`src/rtl/symbol_tx_pkg.sv`:
```
// rtl/symbol_tx_pkg.sv - shared widths and helpers for the DAU symbol transmit path

`ifndef DAU_SYM_WIDTH
`define DAU_SYM_WIDTH 4
`endif

package symbol_tx_pkg;

  // Symbol width as defined for the DAU symbol interface.
  localparam int SYM_W = `DAU_SYM_WIDTH;

  // Pointer/count width: address bits plus one wrap bit.
  function automatic int ptr_w(input int depth);
    return $clog2(depth) + 1;
  endfunction

endpackage

```
`src/rtl/sync_fifo.sv`:
```
// rtl/sync_fifo.sv - generic synchronous FIFO with wrap-bit pointers and registered flags

module sync_fifo
  import symbol_tx_pkg::*;
#(
  parameter int WIDTH = SYM_W,
  parameter int DEPTH = 8,
  parameter int PEEK  = 0
) (
  input  logic                     clk,
  input  logic                     rst_n,
  input  logic                     push,
  input  logic [WIDTH-1:0]         push_data,
  input  logic                     pop,
  output logic [WIDTH-1:0]         peek_data,
  output logic [ptr_w(DEPTH)-1:0]  count,
  output logic                     full,
  output logic                     not_empty
);

  localparam int AW = $clog2(DEPTH);
  localparam int CW = ptr_w(DEPTH);
  localparam logic [CW-1:0] ONE      = CW'(1);
  localparam logic [CW-1:0] FULL_CNT = CW'(DEPTH);
  localparam logic [CW-1:0] PEEK_OFS = CW'(PEEK);

  logic [WIDTH-1:0] mem [DEPTH];
  logic [CW-1:0]    wr_ptr;
  logic [CW-1:0]    rd_ptr;
  logic [CW-1:0]    peek_ptr;
  logic [CW-1:0]    count_d;
  logic             push_ok;
  logic             pop_ok;

  // Guard against overrun/underrun even if the caller does not.
  assign push_ok   = push && !full;
  assign pop_ok    = pop && not_empty;
  assign peek_ptr  = rd_ptr + PEEK_OFS;
  assign peek_data = mem[peek_ptr[AW-1:0]];

  // Next occupancy from this cycle's accepted push/pop.
  always_comb begin
    count_d = count;
    if (push_ok && !pop_ok) begin
      count_d = count + ONE;
    end else if (pop_ok && !push_ok) begin
      count_d = count - ONE;
    end
  end

  // Storage write; contents need no reset because occupancy gates every read.
  always_ff @(posedge clk) begin
    if (push_ok) begin
      mem[wr_ptr[AW-1:0]] <= push_data;
    end
  end

  // Pointers wrap modulo 2*DEPTH; count and flags are registered from count_d.
  always_ff @(posedge clk) begin
    if (!rst_n) begin
      wr_ptr    <= '0;
      rd_ptr    <= '0;
      count     <= '0;
      full      <= 1'b0;
      not_empty <= 1'b0;
    end else begin
      if (push_ok) begin
        wr_ptr <= wr_ptr + ONE;
      end
      if (pop_ok) begin
        rd_ptr <= rd_ptr + ONE;
      end
      count     <= count_d;
      full      <= (count_d == FULL_CNT);
      not_empty <= (count_d != '0);
    end
  end

endmodule

```
`src/rtl/symbol_tx.sv`:
```
// rtl/symbol_tx.sv - queued symbol source for the DAU input; optional overflow flag via SYMBOL_TX_OVF_EN

module symbol_tx
  import symbol_tx_pkg::*;
#(
  parameter int DEPTH     = 8,
  parameter int SYM_WIDTH = `DAU_SYM_WIDTH
) (
  input  logic                      i_clk,
  input  logic                      i_rst_n,
  input  logic                      i_wr,
  input  logic [SYM_WIDTH-1:0]      i_wr_symbol,
  input  logic                      i_ready,
`ifdef SYMBOL_TX_OVF_EN
  output logic                      o_ovf,
  input  logic                      i_clr_ovf,
`endif
  output logic                      o_full,
  output logic [ptr_w(DEPTH)-1:0]   o_count,
  output logic                      o_valid,
  output logic [SYM_WIDTH-1:0]      o_symbol
);

  localparam int CW = ptr_w(DEPTH);
  localparam logic [CW-1:0] ONE = CW'(1);

  logic                 push;
  logic                 pop;
  logic [SYM_WIDTH-1:0] next_head;
  logic [SYM_WIDTH-1:0] head_d;

  // Both strobes depend only on registered flags, so a write while full is
  // dropped even when a pop frees a slot in the same cycle.
  assign push = i_wr && !o_full;
  assign pop  = o_valid && i_ready;

  // The FIFO holds every queued symbol, head included; the peek port looks one
  // entry past the head so the output stage can reload with no idle cycle.
  sync_fifo #(
    .WIDTH (SYM_WIDTH),
    .DEPTH (DEPTH),
    .PEEK  (1)
  ) u_fifo (
    .clk       (i_clk),
    .rst_n     (i_rst_n),
    .push      (push),
    .push_data (i_wr_symbol),
    .pop       (pop),
    .peek_data (next_head),
    .count     (o_count),
    .full      (o_full),
    .not_empty (o_valid)
  );

  // Choose what the output stage shows after this edge.
  always_comb begin
    head_d = o_symbol;
    if (pop && (o_count > ONE)) begin
      head_d = next_head;
    end else if (push && ((o_count == '0) || (pop && (o_count == ONE)))) begin
      head_d = i_wr_symbol;
    end
  end

  // Registered output stage; holds while stalled.
  always_ff @(posedge i_clk) begin
    if (!i_rst_n) begin
      o_symbol <= '0;
    end else begin
      o_symbol <= head_d;
    end
  end

`ifdef SYMBOL_TX_OVF_EN
  // Sticky overflow: a dropped write sets it and takes priority over clear.
  always_ff @(posedge i_clk) begin
    if (!i_rst_n) begin
      o_ovf <= 1'b0;
    end else if (i_wr && o_full) begin
      o_ovf <= 1'b1;
    end else if (i_clr_ovf) begin
      o_ovf <= 1'b0;
    end
  end
`endif

endmodule

```
`config.mk`:
```
export PLATFORM = sky130hd
export DESIGN_NAME = symbol_tx
export DESIGN_NICKNAME = d
export VERILOG_FILES = /design/src/rtl/symbol_tx_pkg.sv /design/src/rtl/sync_fifo.sv /design/src/rtl/symbol_tx.sv
export SDC_FILE = /design/constraint.sdc
export NUM_CORES = 1
export LEC_CHECK = 0
export CORE_MARGIN = 2
export CORE_UTILIZATION = 50
export CTS_CLUSTER_SIZE = 20
export DETAILED_ROUTE_END_ITERATION = 16
export PLACE_DENSITY = 0.7
export RECOVER_POWER = 50
export SLEW_MARGIN = 0
export SYNTH_ARGS = -nofsm -noshare
export SYNTH_HDL_FRONTEND = slang
export SYNTH_SLANG_ARGS = --single-unit
```
`constraint.sdc`:
```
create_clock -name i_clk -period 3.5 [get_ports i_clk]
set_input_delay 0.7 -clock i_clk [delete_from_list [all_inputs] [get_ports i_clk]]
set_output_delay 0.7 -clock i_clk [all_outputs]
set_load 0.02 [all_outputs]
```
==> summary.txt <==
STA
  – Hold Fails Final Rpt: 0
  – Max Freq: 429 MHz
  – Unrepaired setup endpoints after global routing: no
  – Relative slew slack: 40.7%
  – Post-layout min period: 2.33 ns
  – Setup_tns: 0 ns
  – Slew @ Worst Pin: 0.889 ns
  – Clock Skew: 0.00715 ns
  – Final setup fails: 0
  – Tcrit/Tclk final: 66.7%
  – Slew Limit Fails: 0

Logic synthesis
  – Post-synth cell types: 35
  – Number of flops mapped to enable cells by yosys: 32
  – Post-synthesis area per instance: 12.7 um^2
  – XOR/XNOR Fraction of Synth Area: 3.72%
  – Syn_nets: 180
  – Register area share after synthesis: 60.5%
  – Main combinational cell family by area after synthesis: simple AND/OR/NAND/NOR gates
  – Top cells by area, synth: edfxtp_1 (45%), dfxtp_1 (15%), mux2i_1 (9.5%)
  – Post-Synthesis Cell Area: 0.00212 mm^2
  – Synth Area in Compound Gates: 6.62%
  – Seq cells post-synth: 48
  – Synth Flop Type: edfxtp_1
  – Yosys warnings: 0
  – Area leader, netlist: edfxtp_1
  – Post-Synth Adder-Cell Area: 2.96%
  – Post-synthesis mux area share: 9.46%
  – Simple-gate share of the synthesized area: 15.0%
  – Share of the synthesized area in the top cell type: 45.4%
  – Ys async rst share: 0%
  – Cells after Synth: 167

Clocking
  – Maximum clock insertion buffer count: 2
  – CTS resizes: 0
  – Clk_lat worst skew: 0.29 ns
  – TritonCTS buffer count: 5
  – Reg clk slew, reported paths: 0.08 ns
  – Postcts setup bufs: 0
  – CTS Root Cell: clkbuf_8
  – Max H-tree Level: 2
  – TritonCTS clock tree: yes
  – CTS Hold Bufs: 0
  – Sink Count: 48

Global routing
  – Initial antenna violation count: 0
  – Total grt overflow: 0
  – First-pass GRT wire length: 6620 um
  – Largest net degree at the start of global routing: 18
  – Global Route Usage Sum: 18.0%
  – Vias in the first global route: 1345

Routing
  – First-pass DRT Iterations: 4
  – Post-DRT Antenna Nets: 0
  – Drt wl/cell: 16.5 um
  – DRC viols: 0
  – Vias per inst: 5.59
  – DRT Wirelength: 3900 um
  – First-iteration detailed-routing DRC count: 85
  – Routed vias: 1325

Placed design
  – Placed Instances: 229
  – I/O Buffers: 17
  – Routability Congestion: 0.825
  – Post-DP HPWL: 2780 um

Floorplanning
  – Core box area: 0.00403 mm^2
  – FP Rows: 23
  – Die H: 69.1 um
  – Die Wd: 69.1 um
  – Initial Util: 52.5%
  – I/O pins: 18
  – DIE AREA: 0.00477 mm^2

Worst setup path
  – Worst Path Arrival: 2.52 ns
  – Crit Path Max Fanout: 6
  – Critical path type: input port to flip-flop
  – Critical path capture point type: flip-flop
  – Required time worst endpoint: 3.69 ns
  – CP Launch Type: input port
  – Flop2flop setup slack: 1.37 ns

Pwr
  – P_leak: 0.000848 uW
  – VDD IR max: 0.000438 V
  – Pwr Density: 669 mW/mm^2

Outcome
  – Outcome: finished clean

Finish
  – Layout cell share with drive strength beyond 1: 6.42%
  – Layout net count: 199
  – Area growth syn-to-layout: 16.8%
  – Ant. Diodes: 0
  – Fillcell total: 325
  – Fin cells: 237
  – Fin util: 61.4%

Run
  – Max capacitance violation total: 0

Hold path
  – HP Class: flip-flop to flip-flop
==> flip-flops by register name (all words and copies together) (netlist names) <==
register,count
o_symbol,4
u_fifo.count,4
u_fifo.full,1
u_fifo.mem,32
u_fifo.not_empty,1
u_fifo.rd_ptr,3
u_fifo.wr_ptr,3
==> cells in the mapped netlist (all sizes together), types with 2 or more instances <==
library cell,instances
nand2b,3
nand3,5
a22oi,4
buf,3
ha,5
a21boi,2
inv,2
nand2,15
nor2,10
clkbuf,2
nor4,2
nor3,6
mux2i,20
edfxtp,32
o21ai,7
xnor2,8
dfxtp,16
a21oi,2
nand4,4
and2,9
nor3b,2
==> metal layers <==
metal / routed length (um) / GRT usage [%]
met1: 1810 / 23.3
met2: 1860 / 29.2
met3: 163 / 4.53
met4: 67 / 6.75
met5: 0 / 0
==> layout make-up <==
class                      instances  area, um^2  area share, %
tap                               50        62.6           2.53
timing repair buffer              17         170           6.88
clock inverter                     3        90.1           3.64
clock buffer                       5        68.8           2.78
inverter                           2        7.51          0.304
multi-input combinational        112         792           32.0
sequential                        48        1280           51.8
==> final timing paths <==
check	from	to	depth (start not counted)
worst min-delay path	u_fifo.rd_ptr[1]	u_fifo.rd_ptr[1]	2
worst min register to register	u_fifo.rd_ptr[1]	u_fifo.rd_ptr[1]	2
worst max-delay path	i_wr	u_fifo.full	6
worst max register to register	u_fifo.rd_ptr[0]	o_symbol[2]	5
==> layout by cell type, fill, tap and decap left out, drive strengths merged <==
| cell type | n |
|---|---|
| nor2 | 10 |
| nor3b | 2 |
| and2 | 9 |
| clkbuf | 5 |
| nand2b | 3 |
| o31a | 1 |
| ha | 5 |
| and2b | 1 |
| nor3 | 6 |
| and4bb | 1 |
| dfxtp | 16 |
| xnor2 | 8 |
| clkdlybuf4s50 | 10 |
| and3 | 1 |
| nand3 | 5 |
| dlygate4sd3 | 7 |
| a21oi | 2 |
| o311a | 1 |
| a2bb2oi | 1 |
| a22oi | 4 |
| o21ai | 7 |
| nand2 | 15 |
| bufinv | 3 |
| nand4 | 4 |
| nor4 | 2 |
| xor2 | 1 |
| edfxtp | 32 |
| inv | 2 |
| mux2i | 20 |
| o211ai | 1 |
| a21boi | 2 |
==> worst max-delay path: stages <==
cell and delay (ns):
dlygate4sd3_1 0.56, and2b_1 0.24, nor2_1 0.44, a22oi_2 0.10, xnor2_1 0.26, and4bb_1 0.22
==> cells by family after synthesis <==
kind of cell,after synthesis
simple gates,59
flops,48
mux,20
compound gates,19
xor+xnor,9
buf+inv,7
fa+ha+maj,5
==> stage by stage <==
stage / power, uW / area, um^2 / setup WS (ns) / hold WS (ns)
after CTS: 1670 / 2480 / 1.32 / 0.494
after floorplan: 1010 / 2120 / 1.77 / 0.447
after global routing: 1740 / 2470 / 1.01 / 0.553
final: 1650 / 2470 / 1.17 / 0.489
after global placement: 1120 / 2320 / 1.18 / 0.459
after detailed placement: 1140 / 2320 / 1.07 / 0.482
==> where the power goes <==
group          switching, uW  total [uW]  internal (uW)  leakage [uW]
clock network            173         530            357     0.0000784
logic                    228         421            192      0.000347
registers               48.4         703            655      0.000422
No activity file was read; power rests on OpenSTA's default activity.
